--- src/rtl/pulse_generator.sv ---
// Retriggerable pulse-train generator: HIGH_CYCLES high then LOW_CYCLES low per request,
// with a saturating queue of pending requests and a sticky overflow flag.
module pulse_generator #(
  parameter int HIGH_CYCLES = 4,
  parameter int LOW_CYCLES  = 2,
  parameter int PEND_W      = 3
) (
  input  logic              clk,
  input  logic              rst_n,
  input  logic              trig,
  input  logic              clr_ovf,
  output logic              out,
  output logic              busy,
  output logic [PEND_W-1:0] pending,
  output logic              ovf
);

  typedef enum logic [1:0] {
    IDLE = 2'd0,
    HIGH = 2'd1,
    GAP  = 2'd2
  } state_t;

  localparam logic [15:0]       HIGH_LAST = 16'(HIGH_CYCLES - 1);
  localparam logic [15:0]       LOW_LAST  = 16'(LOW_CYCLES - 1);
  localparam logic [PEND_W-1:0] PEND_MAX  = '1;
  localparam logic [PEND_W-1:0] PEND_ONE  = PEND_W'(1);

  state_t            state, state_nxt;
  logic [15:0]       cnt, cnt_nxt;
  logic [PEND_W-1:0] pend_nxt;
  logic              ovf_set;

  always_comb begin
    state_nxt = state;
    cnt_nxt   = cnt + 16'd1;
    pend_nxt  = pending;
    ovf_set   = 1'b0;
    unique case (state)
      IDLE: begin
        cnt_nxt = '0;
        if (trig) state_nxt = HIGH;
      end
      HIGH: begin
        if (trig) begin
          if (pending == PEND_MAX) ovf_set = 1'b1;
          else                     pend_nxt = pending + PEND_ONE;
        end
        if (cnt == HIGH_LAST) begin
          state_nxt = GAP;
          cnt_nxt   = '0;
        end
      end
      GAP: begin
        if (cnt == LOW_LAST) begin
          cnt_nxt = '0;
          // A trig here is consumed by the next pulse, so pending nets to unchanged
          // and a saturated queue cannot overflow on this cycle.
          if (trig) begin
            state_nxt = HIGH;
          end else if (pending != '0) begin
            state_nxt = HIGH;
            pend_nxt  = pending - PEND_ONE;
          end else begin
            state_nxt = IDLE;
          end
        end else if (trig) begin
          if (pending == PEND_MAX) ovf_set = 1'b1;
          else                     pend_nxt = pending + PEND_ONE;
        end
      end
      default: begin
        state_nxt = IDLE;
        cnt_nxt   = '0;
      end
    endcase
  end

  always_ff @(posedge clk or negedge rst_n) begin
    if (!rst_n) begin
      state   <= IDLE;
      cnt     <= '0;
      pending <= '0;
      out     <= 1'b0;
      ovf     <= 1'b0;
    end else begin
      state   <= state_nxt;
      cnt     <= cnt_nxt;
      pending <= pend_nxt;
      out     <= (state_nxt == HIGH);
      ovf     <= ovf_set | (ovf & ~clr_ovf);
    end
  end

  assign busy = (state != IDLE);

endmodule

--- config.mk ---
export PLATFORM = sky130hd
export DESIGN_NAME = pulse_generator
export DESIGN_NICKNAME = d
export VERILOG_FILES = /design/src/rtl/pulse_generator.sv
export SDC_FILE = /design/constraint.sdc
export NUM_CORES = 1
export LEC_CHECK = 0
export CAP_MARGIN = 10
export CELL_PAD_IN_SITES_DETAIL_PLACEMENT = 1
export CELL_PAD_IN_SITES_GLOBAL_PLACEMENT = 2
export CORE_UTILIZATION = 39
export DETAILED_ROUTE_END_ITERATION = 10
export PLACE_DENSITY = 0.91
export SLEW_MARGIN = 10
export SYNTH_ARGS = -nofsm -noshare
export SYNTH_HDL_FRONTEND = slang
export SYNTH_SLANG_ARGS = --single-unit
--- constraint.sdc ---
create_clock -name clk -period 4.8 [get_ports clk]
set_input_delay 1.44 -clock clk [delete_from_list [all_inputs] [get_ports clk]]
set_output_delay 1.44 -clock clk [all_outputs]
set_load 0.01 [all_outputs]
## Word-level counts from Yosys, hierarchy flattened

Cells that the tools add are included.

| word-level totals | value |
|---|---|
| bits in latches | 0 |
| memory bits (writable) | 0 |
| memories kept | 0 |
| bits in read-only memories | 0 |
| word-level logic and storage cells | 43 |
| bits of input ports | 4 |
| output and inout port bits | 6 |
| register bits after elaboration | 23 |

| cells by class | value |
|---|---|
| equality and inequality tests | 8 |
| reduce and logical (&&, ||, !) cells | 5 |
| div/mod/pow operators | 0 |
| $lt $le $gt $ge | 0 |
| add/sub/neg operators | 3 |
| $mul | 0 |
| shifts and indexed selects | 0 |
| muxes and demuxes | 19 |
| bitwise operators | 3 |

Operator list:

| kind | count |
|---|---|
| $mux W16 | 2 |
| $pmux W16 S2 | 1 |
| $add A16 B1 Y16 const B | 1 |
| $eq A16 B1 Y1 const B | 1 |
| $eq A16 B2 Y1 const B | 1 |
| $mux W3 | 5 |
| $mux W2 | 3 |
| $ne A3 B3 Y1 const B | 2 |
| $pmux W2 S3 | 1 |
| $pmux W3 S2 | 1 |
| $mux W1 | 5 |
| $eq A2 B1 Y1 const B | 2 |
| $reduce_bool A2 Y1 | 2 |
| $add A3 B1 Y3 const B | 1 |
| $eq A3 B3 Y1 const B | 1 |
| $reduce_and A3 Y1 | 1 |
| $reduce_bool A3 Y1 | 1 |
| $sub A3 B1 Y3 const B | 1 |
| $eq A2 B2 Y1 const B | 1 |
| $logic_not A2 Y1 | 1 |
| $pmux W1 S2 | 1 |
| $and A1 B1 Y1 | 1 |
| $not A1 Y1 | 1 |
| $or A1 B1 Y1 | 1 |

## Longest topological paths before layout

| depth | value |
|---|---|
| depth after elaboration | 6 |
| mapped depth | 8 |
| depth with buffers taken out | 7 |

## Worst setup path before layout

Ideal clock, no wire load.

| timing path | value |
|---|---|
| path type | register to register |
| start | reg state[0] |
| end | reg pending[1] |
| setup slack | 2.334 ns |
| setup time | 0.079 ns |
| data arrival time | 2.387 ns |
| period minus slack after synthesis | 2.466 ns |
| data required time | 4.721 ns |
| stages on the path, launching flop included | 9 |
| cell sequence | dfrtp_1 inv_1 ha_1 or4bb_1 or4_4 buf_6 or3_1 a21oi_2 mux2i_1 |

| on the way | value |
|---|---|
| longest elaborated chain between the ends | 3 |
| elaborated cells on any way between the ends | 7 |
| classes of those cells | 4 x eq/ne; 1 x mux; 2 x reduce/logical |

RTL lines:

| element | line | RTL |
|---|---|---|
| start, declared | 29 | `state_t state, state_nxt;` |
| start signal, assigned | 87 | `state <= state_nxt;` |
| $eq A2 B2 Y1 / $eq A2 B1 Y1 (equally long branches) | 39 | `unique case (state)` |
| $ne A3 B3 Y1 (no line) / $reduce_bool A2 Y1 (equally long branches) | - |  |
| $reduce_and A3 Y1 (no line) | - |  |
| end signal, assigned | 89 | `pending <= pend_nxt;` |
| end, declared | 14 | `output logic [PEND_W-1:0] pending,` |

Parallel ways exist; a longest one is shown, timed or not.
A chain may end at the register's enable or synchronous reset.

## Worst setup path after layout

| timing path | value |
|---|---|
| start | reg state[0] |
| end | out busy |

| on the way | value |
|---|---|
| longest elaborated chain between the ends | 1 |

RTL lines:

| element | line | RTL |
|---|---|---|
| $reduce_bool A2 Y1 | 95 | `assign busy = (state != IDLE);` |
| end, declared | 13 | `output logic busy,` |

Every way passes these cells.

==> metrics.md <==
| Metric | Value |
|---|---|
| Status | `completed` |
| First-pass GRT wire length | `4602 microns` |
| Pint | `slightly below 0.0004 W` |
| Post-Place Cells | `185` |
| Netlist cell types | `34` |
| Setup bufs post-CTS | `0` |
| Crit Path Category | `reg2out` |
| Syn_nets | `148` |
| Largest net degree at the start of global routing | `24` |
| Crit path capture type | `output port` |
| Part of the cycle the worst path needs | `65.61%` |
| # IOs | `10` |
| Die Width | `59.85 microns` |
| Initial antenna violation count | `0` |
| WHS Path Cells | `1` |
| Hold EP | `ovf` |
| Synth area leader | `dfrtp_1` |
| Root buf cell | `clkbuf_4` |
| MaxCap Viol Count | `0` |
| CTS sink count | `23` |
| Worst r2r src | `state[0]` |
| Core ar. | `0.003103 sq mm` |
| P_sw | `0.0002477 W` |
| Top FF cell, synth | `dfrtp_1` |
| Syn avg cell area | `between 9 and 10 sq um` |
| Power density over cell area | `435.6 mW/mm^2` |
| Final wirelength | `approximately 2600 microns` |
| RePlAce Congestion | `0.7868` |
| Reg2reg path depth | `7` |
| Flop2flop setup slack | `2180 ps` |
| TritonRoute pass-1 iters | `2` |
| Remaining global-route overflow | `0` |
| DRC Markers | `0` |
| Yosys warns | `0` |
| CP Data Required Time | `about 3400 ps` |
| DR WL/cell | `about 14 microns` |
| Post-CTS Hold Fix Bufs | `0` |
| Final setup fails | `0` |
| CP arrival | `about 1700 ps` |
| Setup crit start kind | `flop` |
| Seq/Total Area, Yosys | `44.10%` |
| Area of the mapped netlist | `0.001305 sq mm` |
| Clk Latency, worst-skew pair | `310 ps` |
| Vias in the first global route | `986` |
| TNS Setup | `0 ps` |
| HP Class | `reg2reg` |
| H-tree levels | `1` |
| Reg power frac | `a little over two fifths` |
| RSZ-0062 raised after global routing | `false` |
| Drt initial violations | `15` |
| # port buffers | `9` |
| Synth top area share | `44.10%` |
| CTS Buf Count | `3` |
| Place WS | `1944 ps` |
| Clock share of power | `13.8%` |
| Die Area | `0.003581 sq mm` |
| Initial Util | `42.06%` |
| Min Clock Period, post-route | `3149 ps` |
| Leakage | `0.6364 nW` |
| Worst-margin pin slew | `between 1000 and 1500 ps` |
| Drt via density | `a little over 5` |
| Area delta synth->final | `11.70%` |
| Post-synth EDFFs | `0` |
| Worst Setup Slack, final | `1651 ps` |
| Critical Path Start | `state[0]` |
| CTS tree | `done` |
| Post-synth ARST share | `100.0%` |
| Largest fanout on the critical path | `4` |
| Final Skew | `3.159 ps` |
| Tot GR Track Use | `17.49%` |
| Worst Hold Launch | `ovf` |
| Post-Syn Instances | `135` |
| Clock Tree Buf Depth | `2` |
| Core Rows | `20` |
| Seq cells post-synth | `23` |
| Post-route ant nets | `0` |
| Combinational share of power | `44.2%` |
| Final hold vios | `0` |
| Max frequency | `around 320 MHz` |
| Die Y | `59.85 microns` |
| Slew headroom | `between 30% and 40%` |
| Clk pin slew, worst setup/hold paths | `120 ps` |
| Layout cell share with drive strength beyond 1 | `5.517%` |
| DP Wirelength | `2009 microns` |
| Diode count | `0` |
| Slew Limit Fails | `0` |
| VDD IR max | `0.2188 mV` |
| Post-CTS resize count | `0` |
| Synth top area cells | `dfrtp_1 (44%), ha_1 (8.6%), nor2_1 (6.6%)` |
| Fin cells | `189` |
| Final net count | `159` |
| Worst R2R End | `pending[1]` |
| Switch share | `39.02%` |
| Vias | `973` |
[power by group through the flow]
stage               Clock [W]  Combinational (W)  Sequential, W
global route         0.000102           0.000320       0.000273
CTS                 0.0000935           0.000287       0.000267
finish              0.0000878           0.000281       0.000267
global placement            0           0.000275       0.000267
detailed placement          0           0.000287       0.000270
floorplan                   0           0.000177       0.000271
[flip-flops by register name, indices dropped and copies added (netlist names)]
name     flops
cnt         16
out          1
ovf          1
pending      3
state        2
[Yosys cell counts, types with 2 or more instances]
master and number:
mux2i_1 2, and3_1 2, nor2b_1 2, xor2_1 7, ha_1 9, a21oi_1 2
nand2_1 7, or3_1 2, inv_1 9, clkbuf_1 2, nor3_1 4, xnor2_1 9
dfrtp_1 23, or4_4 2, nand4_1 4, or4_1 2, nand3_1 8, nor2_1 23
[cell families (layout without fill, tap and decap cells)]
group | after synthesis | in the layout | share of synthesized area (%)
buf+inv | 12 | 22 | 4.027
compound gates | 9 | 9 | 4.890
flops | 23 | 23 | 44.10
simple gates | 64 | 64 | 26.08
xor+xnor | 16 | 16 | 10.74
mux | 2 | 2 | 1.534
fa+ha+maj | 9 | 9 | 8.629
[metrics by stage]
step	instance area [sq um]	hold WS [ps]	total power [W]	util, %
after floorplan	1305	499.4	0.0004479	-
after global placement	1431	459.7	0.0005416	46.13
after detailed placement	1431	482.6	0.0005570	46.13
after CTS	1458	510.0	0.0006474	46.98
after global routing	1458	541.5	0.0006955	46.98
final	1458	504.3	0.0006349	46.98
[how the worst max path moves through the flow]
| stage | endpoint | slack (ps) |
|---|---|---|
| floorplan | pending[1] | 2330 |
| global placement | pending[1] | 1990 |
| detailed placement | pending[1] | 1940 |
| CTS | busy | 1640 |
| global route | busy | 1510 |
| finish | busy | 1650 |
[worst max-delay path, cell delays in order, from the launching register on]
cell	delay, ps
dfrtp_1	440
inv_1	110
ha_1	230
inv_1	90
clkdlybuf4s50_1	530
[area by class of cell]
cell class / instances / area, sq um
clock buffer: 4 / 26.28
fill: 384 / 1645
inverter: 9 / 33.78
multi-input combinational: 100 / 676.9
sequential: 23 / 575.6
tap: 44 / 55.05
timing repair buffer: 9 / 90.09
[cell usage in the layout, fill, tap and decap left out, types with 3 or more instances in the layout]
cell,count
clkdlybuf4s50_1,9
xor2_1,7
nand2_1,7
inv_1,9
dfrtp_1,23
nor3_1,4
clkbuf_4,3
nand3_1,8
nand4_1,4
nor2_1,23
ha_1,9
xnor2_1,9
[routing by layer]
layer	vias up	track usage, %	share of wire [%]
met5	-	0	0
met4	0	4.983	1.2
met2	10	26.98	47
met1	478	24.39	49
met3	5	4.113	3.1
li1	480	-	-
(Power assumes the default switching activity.)
